--- src/rtl/arm_cond_pkg.sv ---
// arm_cond_pkg: ARM condition-code constants, NZCV bit positions and
// the issue-controller state encoding shared by the decode/execute logic.
`default_nettype none

package arm_cond_pkg;

  localparam logic [3:0] COND_EQ = 4'b0000;
  localparam logic [3:0] COND_NE = 4'b0001;
  localparam logic [3:0] COND_CS = 4'b0010;
  localparam logic [3:0] COND_CC = 4'b0011;
  localparam logic [3:0] COND_MI = 4'b0100;
  localparam logic [3:0] COND_PL = 4'b0101;
  localparam logic [3:0] COND_VS = 4'b0110;
  localparam logic [3:0] COND_VC = 4'b0111;
  localparam logic [3:0] COND_HI = 4'b1000;
  localparam logic [3:0] COND_LS = 4'b1001;
  localparam logic [3:0] COND_GE = 4'b1010;
  localparam logic [3:0] COND_LT = 4'b1011;
  localparam logic [3:0] COND_GT = 4'b1100;
  localparam logic [3:0] COND_LE = 4'b1101;
  localparam logic [3:0] COND_AL = 4'b1110;
  localparam logic [3:0] COND_NV = 4'b1111;

  localparam int N_BIT = 3;
  localparam int Z_BIT = 2;
  localparam int C_BIT = 1;
  localparam int V_BIT = 0;

  typedef enum logic [0:0] {
    ST_IDLE       = 1'b0,
    ST_WAIT_FLAGS = 1'b1
  } issue_state_e;

endpackage

`default_nettype wire

--- src/rtl/cond_check.sv ---
// cond_check: combinational ARM condition evaluation (cc, NZCV -> pass).
`default_nettype none

module cond_check
  import arm_cond_pkg::*;
(
  input  logic [3:0] cc,
  input  logic [3:0] nzcv,
  output logic       pass
);

  logic n, z, c, v;

  assign n = nzcv[N_BIT];
  assign z = nzcv[Z_BIT];
  assign c = nzcv[C_BIT];
  assign v = nzcv[V_BIT];

  always_comb begin
    pass = 1'b0;
    unique case (cc)
      COND_EQ: pass = z;
      COND_NE: pass = ~z;
      COND_CS: pass = c;
      COND_CC: pass = ~c;
      COND_MI: pass = n;
      COND_PL: pass = ~n;
      COND_VS: pass = v;
      COND_VC: pass = ~v;
      COND_HI: pass = c & ~z;
      COND_LS: pass = ~c | z;
      COND_GE: pass = (n == v);
      COND_LT: pass = (n != v);
      COND_GT: pass = ~z & (n == v);
      COND_LE: pass = z | (n != v);
      COND_AL: pass = 1'b1;
      COND_NV: pass = 1'b0;
      default: pass = 1'b0;
    endcase
  end

endmodule

`default_nettype wire

--- src/rtl/cond_issue_ctrl.sv ---
// cond_issue_ctrl: holds NZCV, stalls behind an outstanding flag-setting
// instruction and registers the pass/branch decision toward execute.
`default_nettype none

module cond_issue_ctrl
  import arm_cond_pkg::*;
#(
  parameter int STALL_CNT_W = 16
) (
  input  logic                   clk,
  input  logic                   reset,
  input  logic                   in_valid,
  output logic                   in_ready,
  input  logic [3:0]             in_cc,
  input  logic                   in_set_flags,
  input  logic                   in_is_branch,
  input  logic                   alu_flags_valid,
  input  logic [3:0]             alu_nzcv,
  output logic                   out_valid,
  input  logic                   out_ready,
  output logic                   out_pass,
  output logic                   out_branch_taken,
  input  logic                   flush,
  output logic [3:0]             flags,
  output logic                   flag_err,
  output logic [STALL_CNT_W-1:0] stall_cnt
);

  issue_state_e state, state_next;
  logic [3:0]   eff_flags;
  logic         cond_pass;
  logic         accept;
  logic         take;
  logic         stall_cycle;

  // Forward ALU flags returned this cycle so a stalled instruction issues
  // on the very cycle its dependency resolves.
  assign eff_flags = alu_flags_valid ? alu_nzcv : flags;

  cond_check u_cond_check (
    .cc   (in_cc),
    .nzcv (eff_flags),
    .pass (cond_pass)
  );

  assign in_ready    = (~out_valid | out_ready) & ((state == ST_IDLE) | alu_flags_valid);
  assign accept      = in_valid & in_ready;
  assign take        = accept & ~flush;
  assign stall_cycle = in_valid & (state == ST_WAIT_FLAGS) & ~alu_flags_valid;

  always_comb begin
    state_next = state;
    if ((state == ST_WAIT_FLAGS) && alu_flags_valid)
      state_next = ST_IDLE;
    if (take && cond_pass && in_set_flags)
      state_next = ST_WAIT_FLAGS;
  end

  always_ff @(posedge clk or posedge reset) begin
    if (reset)
      state <= ST_IDLE;
    else
      state <= state_next;
  end

  // A flag return with nothing outstanding is a protocol error; it never
  // touches the architectural flags.
  always_ff @(posedge clk or posedge reset) begin
    if (reset) begin
      flags    <= 4'b0000;
      flag_err <= 1'b0;
    end else if (alu_flags_valid) begin
      if (state == ST_WAIT_FLAGS)
        flags <= alu_nzcv;
      else
        flag_err <= 1'b1;
    end
  end

  always_ff @(posedge clk or posedge reset) begin
    if (reset) begin
      out_valid        <= 1'b0;
      out_pass         <= 1'b0;
      out_branch_taken <= 1'b0;
    end else if (flush) begin
      out_valid <= 1'b0;
    end else if (accept) begin
      out_valid        <= 1'b1;
      out_pass         <= cond_pass;
      out_branch_taken <= cond_pass & in_is_branch;
    end else if (out_ready) begin
      out_valid <= 1'b0;
    end
  end

  always_ff @(posedge clk or posedge reset) begin
    if (reset)
      stall_cnt <= '0;
    else if (stall_cycle && (stall_cnt != {STALL_CNT_W{1'b1}}))
      stall_cnt <= stall_cnt + 1'b1;
  end

endmodule

`default_nettype wire

--- config.mk ---
export PLATFORM = sky130hd
export DESIGN_NAME = cond_issue_ctrl
export DESIGN_NICKNAME = d
export VERILOG_FILES = /design/src/rtl/arm_cond_pkg.sv /design/src/rtl/cond_check.sv /design/src/rtl/cond_issue_ctrl.sv
export SDC_FILE = /design/constraint.sdc
export NUM_CORES = 1
export LEC_CHECK = 0
export ABC_AREA = 1
export BUFFER_PORTS_ARGS = -buffer_cell sky130_fd_sc_hd__buf_2
export CAP_MARGIN = 30
export CORE_UTILIZATION = 35
export DETAILED_ROUTE_END_ITERATION = 10
export GPL_ROUTABILITY_DRIVEN = 0
export PLACE_DENSITY = 0.68
export SYNTH_ARGS = -nofsm -noshare
export SYNTH_HDL_FRONTEND = slang
export SYNTH_SLANG_ARGS = --single-unit
export TNS_END_PERCENT = 30
--- constraint.sdc ---
create_clock -name clk -period 1.7 [get_ports clk]
set_clock_uncertainty 0.05 [all_clocks]
set_input_delay 0.085 -clock clk [delete_from_list [all_inputs] [get_ports clk]]
set_output_delay 0.085 -clock clk [all_outputs]
set_load 0.03 [all_outputs]
==> summary.md, run 1 <==
| Metric | Value |
|---|---|
| Endpoints failing setup | `0` |
| Commonest non-fill, non-tap cells in the layout | `51 x nand2_1, 40 x buf_2, 23 x dfrtp_1` |
| DRC Markers | `0` |
| Clock Tree Buf Depth | `2` |
| Row Count | `22` |
| PwrDens | `906 nW/um^2` |
| Req. time, crit path | `1840 ps` |
| Worst flop-to-flop path startpoint | `stall_cnt[0]` |
| Gr usage total | `0.143` |
| CTS tree | `yes` |
| Final min period | `1590 ps` |
| Via density per instance | `4.60` |
| Vias | `1261` |
| Post-Route Utilization | `0.479` |
| F_max | `627 MHz` |
| CP max FO | `6` |
| Hpwl dp | `2.30 mm` |
| First-pass GRT wire length | `4.86 mm` |
| CTS root buf | `clkbuf_8` |
| Startpoint Class | `flip-flop` |
| Final Cycle Share | `0.937` |
| Critical path's largest stage delay | `450 ps` |
| H-tree depth | `1` |
| Vias in the first global route | `1154` |
| Reg2reg path depth | `9` |
| ANT cells | `0` |
| Final nets | `244` |
| Critical Path End Type | `flip-flop` |
| WHS Path Cells | `3` |
| Max_slew headroom | `0.786` |
| Die span in x | `66.0 um` |
| Clk_lat worst skew | `270 ps` |
| Largest net degree at the start of global routing | `26` |
| Initial antenna violation count | `0` |
| WP data arrival | `1730 ps` |
| Antenna Nets Post-Route | `0` |
| Cts bufs inserted | `3` |
| Routed WL per cell | `10.8 um` |
| Hold Crit Start | `in_set_flags` |
| Max Cap Violations | `0` |
| Critical path type | `reg2reg` |
| Share of layout cells above drive strength 1 | `0.310` |
| Cells after synthesis | `175` |
| Io pins | `41` |
| Syn avg cell area | `8.19 sq um` |
| DRT Pass-1 Iters | `4` |
| Most common cell after layout, fill and taps aside | `nand2_1` |
| Synth Cell Area | `1430 sq um` |
| Crit-path cells | `ha_4 -> nand3_2 -> nor2_1 -> nand3_2 -> nand2_4 -> nor2_4 -> nand2_4 -> nor2_1 -> xor2_1` |
| Hold Violations, Final | `0` |
| Crit Reg-Reg Endpoint | `stall_cnt[10]` |
| Clk slew on worst S/H paths | `90 ps` |
| Worst hold endpoint | `state` |
| Max Slew Vio Count | `0` |
| # port buffers | `40` |
| P&R area growth vs syn | `26.9%` |
| Die area | `4360 sq um` |
| Design Power | `0.00165 W` |
| FF-to-FF setup slack | `110 ps` |
| Die Y | `66.0 um` |
| Worst slack at placement | `92.8 ps` |
| GRT Residual Overflow | `0` |
| Peak VDD IR | `0.000551 V` |
| Syn_nets | `192` |
| 1st-iter DRT viols | `47` |
| YS warnings | `0` |
| Lkg Pwr | `1.02 nW` |
| Synth cell types | `28` |
| Count of state elements after synthesis | `25` |
| Detailed-route wire length | `2.96 mm` |
| Run status | `completed` |
| Worst Hold Class | `in2reg` |
| # clock sinks | `25` |
| Starting Density | `0.377` |
| Cell at the slowest stage of the critical path | `dfrtp_2` |
| Post-route setup slack | `106 ps` |
| Tightest Pin Transition | `318 ps` |
| Core ar. | `3800 sq um` |
| Seq/Total Area, Yosys | `0.436` |
## worst max path at each step
stage	start	endpoint	cells after the start
after CTS	stall_cnt[0]	stall_cnt[10]	9
after global placement	stall_cnt[0]	stall_cnt[12]	9
final	stall_cnt[0]	stall_cnt[10]	9
after global routing	stall_cnt[0]	stall_cnt[12]	9
after detailed placement	stall_cnt[0]	stall_cnt[10]	9
after floorplan	stall_cnt[0]	stall_cnt[12]	9
## per-stage QoR
stage	TNS, ps	hold slack [ps]	instances	cell area, sq um
global placement	0	104	266	1720
global route	-0.186	14.9	274	1820
floorplan	0	62.2	175	1440
detailed placement	0	105	266	1720
finish	0	16.1	274	1820
CTS	0	11.3	273	1790
## cells in the mapped netlist
| master | instances | share of area |
|---|---|---|
| nor2_2 | 1 | 0.0044 |
| buf_6 | 1 | 0.0079 |
| a31oi_1 | 1 | 0.0044 |
| o211ai_1 | 1 | 0.0052 |
| nor2_4 | 3 | 0.024 |
| o21bai_1 | 1 | 0.0052 |
| nand2_1 | 51 | 0.13 |
| xor2_1 | 10 | 0.061 |
| o21ai_0 | 6 | 0.021 |
| nand3_1 | 16 | 0.056 |
| nand2_2 | 1 | 0.0044 |
| nand2_4 | 3 | 0.024 |
| inv_6 | 1 | 0.0061 |
| dfrtp_1 | 25 | 0.44 |
| nand3_2 | 1 | 0.0070 |
| nand4_1 | 2 | 0.0087 |
| o22ai_1 | 1 | 0.0044 |
| nor3_1 | 1 | 0.0035 |
| mux2_2 | 2 | 0.016 |
| xnor2_1 | 5 | 0.031 |
| nand3b_1 | 1 | 0.0052 |
| inv_1 | 18 | 0.047 |
| a21oi_1 | 2 | 0.0070 |
| ha_1 | 1 | 0.0087 |
| nor2_1 | 15 | 0.039 |
| nor3_4 | 1 | 0.011 |
| inv_2 | 2 | 0.0052 |
| nor3_2 | 2 | 0.014 |
## layout make-up
cell class / count / area (sq um)
fill: 387 / 1980
multi-input combinational: 128 / 731
sequential: 25 / 628
timing repair buffer: 48 / 268
inverter: 21 / 83.8
tap: 48 / 60.1
clock buffer: 3 / 41.3
clock inverter: 1 / 7.51
## cell families after synthesis
kind of cell | count (synthesis) | share of synthesized area
buf+inv | 22 | 0.0663
compound gates | 12 | 0.0471
xor+xnor | 15 | 0.0916
mux | 2 | 0.0157
fa+ha+maj | 1 | 0.00872
simple gates | 98 | 0.334
flops | 25 | 0.436
## what timing repair did
item | 4_1_cts | 5_1_grt
gates resized for setup | 0 | 3
setup buffers | 0 | 1
hold buffers | 3 | 0
setup endpoints to repair | 0 | 6
hold endpoints to repair | 27 | 0
## power breakdown
group | switching, W | internal [W] | leakage (nW)
logic | 0.000351 | 0.000186 | 0.676
registers | 0.0000823 | 0.000679 | 0.322
clock network | 0.000185 | 0.000166 | 0.0217
total | 0.000618 | 0.00103 | 1.02
## critical path: cells and delay by family (launching register included)
family / cells / cell delay, ps
simple gates: 7 / 680
flops: 1 / 450
xor+xnor: 1 / 160
fa+ha+maj: 1 / 170
## sequential cells by signal, indices dropped and copies added, names as in the netlist
register / count
stall_cnt: 16
flags: 4
flag_err: 1
out_branch_taken: 1
out_pass: 1
out_valid: 1
state: 1
## routing by layer
metal  routed length, um  vias up  GRT usage
li1                    -      653          -
met1                1410      569      0.185
met2                1370       37      0.244
met3                 161        2     0.0293
met4                  14        0     0.0319
met5                   0        -          0
Power figures use the tool's default switching activity.
==> run 2: changes to the inputs <==
CELL_PAD_IN_SITES_DETAIL_PLACEMENT = 1   (was unset)
CELL_PAD_IN_SITES_GLOBAL_PLACEMENT = 1   (was unset)
PLACE_DENSITY = 0.86   (was 0.68)
SYNTH_HIERARCHICAL = 1   (was unset)
==> summary.md, run 2 <==
| Metric | Value |
|---|---|
| Vias in the first global route | `1730 (+50%)` |
| Worst Hold Class | `in2reg` |
| # port buffers | `40 (unchanged)` |
| Max Cap Violations | `0 (unchanged)` |
| Placed Cells | `336 (+26%)` |
| Hold Crit Start | `in_set_flags` |
| RSZ-0062 raised after global routing | `yes` |
| Io pins | `41 (unchanged)` |
| PwrDens | `852 nW/um^2 (-5.9%)` |
| Final nets | `309 (+27%)` |
| Vias | `1709 (+36%)` |
| Share of layout cells above drive strength 1 | `0.265 (-0.0451)` |
| Clock network fraction of total power | `0.213 (about the same)` |
| Commonest non-fill, non-tap cells in the layout | `94 x nand2_1, 40 x buf_2, 24 x inv_1` |
| Via density per instance | `4.98 (+8.3%)` |
| Synth Cell Area | `1630 sq um (+13%)` |
| Core ar. | `4410 sq um (+16%)` |
| Endpoints failing setup | `0 (unchanged)` |
| Peak VDD IR | `0.000520 V (-5.6%)` |
| F_max | `636 MHz (+1.4%)` |
| Area share of the largest cell type after synthesis | `0.385 (-0.0514)` |
| Clock Tree Buf Depth | `2 (unchanged)` |
| P&R area growth vs syn | `24.6%` |
| H-tree depth | `1 (unchanged)` |
| DRC Markers | `0 (unchanged)` |
| Synth area leaders | `dfrtp_1 38%, nand2_1 22%, inv_1 5.8%` |
| Initial antenna violation count | `0 (unchanged)` |
| DRT Pass-1 Iters | `4 (unchanged)` |
| Clk_lat worst skew | `270 ps (about the same)` |
| Largest register by flop count | `stall_cnt` |
| Hold Violations, Final | `0 (unchanged)` |
| Die span in x | `70.1 um (+6.3%)` |
| Antenna Nets Post-Route | `0 (unchanged)` |
| Cells after synthesis | `238 (+36%)` |
| Total setup buffers inserted after CTS | `0 (unchanged)` |
| Seq/Total Area, Yosys | `0.385 (-0.0514)` |
| Sw Pwr | `0.000690 W (+12%)` |
| Row Count | `24 (+9.1%)` |
| Routed WL per cell | `13.5 um (+25%)` |
| Max_slew headroom | `0.766 (-0.0198)` |
| Starting Density | `0.368 (-0.00927)` |
| Combinational power share | `0.349 (+0.024)` |
| Gr usage total | `0.200 (+0.0569)` |
| Critical path type | `reg2reg` |
| Count of state elements after synthesis | `25 (unchanged)` |
| Number of synthesized flops with an enable pin | `0 (unchanged)` |
| Launch point of the worst path | `stall_cnt[0]` |
| Cts bufs inserted | `3 (unchanged)` |
| Top Registers | `stall_cnt x16, flags x4` |
| Worst flop-to-flop path startpoint | `stall_cnt[0]` |
| FILL cells | `608 (+57%)` |
| Critical Path End Type | `flip-flop` |
| Startpoint Class | `flip-flop` |
| Max FFs per register | `16 (unchanged)` |
| GRT Residual Overflow | `0 (unchanged)` |
| Hold_ws | `1.33 ps (-14.8 ps)` |
| Synth top cells by count | `95 x nand2_1, 25 x dfrtp_1, 25 x inv_1, 19 x nor2_1, 18 x nand3_1` |
| Switching Share | `0.400 (+0.0253)` |
| Syn_nets | `255 (+33%)` |
| Detailed-route wire length | `4.65 mm (+57%)` |
| # clock sinks | `25 (unchanged)` |
| Synth cell types | `24 (-14%)` |
| ANT cells | `0 (unchanged)` |
| WP data arrival | `1690 ps (-40 ps)` |
| Max Slew Vio Count | `0 (unchanged)` |
| Final min period | `1570 ps (-21.7 ps)` |
| Tightest Pin Transition | `351 ps (+33.1 ps)` |
| Count leader, synth | `nand2_1` |
| Die area | `4920 sq um (+13%)` |
| CTS root buf | `clkbuf_8` |
| Async S/R FF share, synth | `1.00 (unchanged)` |
| Main synth FF type | `dfrtp_1` |
| Largest net degree at the start of global routing | `26 (unchanged)` |
| Fin cells | `343 (+25%)` |
| Hpwl dp | `3.61 mm (+57%)` |
| Int Power | `0.00103 W (+0.45%)` |
| Final Cycle Share | `0.925 (-0.0128)` |
| First-pass GRT wire length | `7.91 mm (+63%)` |
| Run status | `completed` |
| CTS tree | `yes` |
| Sequential power share | `0.438 (-0.024)` |
| Syn avg cell area | `6.83 sq um (-17%)` |
| Req. time, crit path | `1820 ps (-20 ps)` |
| YS warnings | `6 (+6)` |
| Lkg Pwr | `1.04 nW (+2.1%)` |
| Leading area contributor after synthesis | `dfrtp_1` |
| CP max FO | `7 (+1)` |
| Most common cell after layout, fill and taps aside | `nand2_1` |
| Die Y | `70.1 um (+6.3%)` |
| Clk slew on worst S/H paths | `90 ps (about the same)` |
| 1st-iter DRT viols | `32 (-32%)` |
-- run 2: per-stage QoR --
stage	instance area, sq um	total power [W]	util	setup WS, ps	setup TNS (ps)
final	2020	0.00173	0.459	128	0
after CTS	2010	0.00172	0.455	48.3	0
after floorplan	1630	0.00115	-	2.48	0
after global placement	1930	0.00133	0.437	113	0
after detailed placement	1930	0.00135	0.437	-9.62	-12.4
after global routing	2020	0.00183	0.459	-30.1	-76.4
-- run 2: repair_timing --
item                       in CTS  in global routing
hold endpoints to repair       26                  0
gates resized for setup         1                  8
setup endpoints to repair       3                  4
pin swaps                       0                  3
hold buffers                    3                  0
-- run 2: routing by layer --
layer,vias up,wire length (um),global-route usage
met5,-,0,0
met4,0,15,0.0378
met3,2,149,0.0260
met2,30,2300,0.357
met1,820,2180,0.259
li1,857,-,-
-- run 2: layout make-up --
class | count | area [sq um] | area share
multi-input cells | 182 | 886 | 0.438
flip-flops and latches | 25 | 628 | 0.310
repair buffers | 51 | 290 | 0.143
inverters | 29 | 109 | 0.0538
well taps | 52 | 65.1 | 0.0321
clock buffers | 3 | 41.3 | 0.0204
clock inverters | 1 | 5.00 | 0.00247
-- run 2: cells by family after synthesis --
logic type                 synth area share
and+or+nand+nor                       0.408
buffers and inverters                0.0808
DFF                                   0.385
AOI/OAI and AO/OA                    0.0808
xor gates and xnor gates             0.0377
adders and majority gates           0.00770
-- run 2: worst paths after layout --
| path | depth (start not counted) | endpoint | slack, ps |
|---|---|---|---|
| worst max-delay path | 9 | stall_cnt[14] | 130 |
| worst min-delay path | 3 | state | 1 |
| worst max register to register | 9 | stall_cnt[14] | 130 |
| worst min register to register | 2 | out_pass | 430 |
| max in group asynchronous | 4 | stall_cnt[0] | 970 |
| min in group asynchronous | 4 | stall_cnt[2] | 350 |
-- run 2: worst max-delay path, stage by stage, from the launching register on --
cell,delay (ps)
dfrtp_2,430
ha_1,180
buf_4,140
nand3_1,130
nor2_2,200
nand3_1,100
nand2_1,70
nand2_1,50
nand2_1,70
nand2_1,50
-- run 2: power groups by stage --
stage / logic [W] / clock network [W] / registers [W]
6_report: 0.000602 / 0.000368 / 0.000755
3_5_place_dp: 0.000584 / 0 / 0.000766
4_1_cts: 0.000593 / 0.000375 / 0.000754
2_1_floorplan: 0.000241 / 0 / 0.000911
5_1_grt: 0.000663 / 0.000404 / 0.000768
3_3_place_gp: 0.000564 / 0 / 0.000762
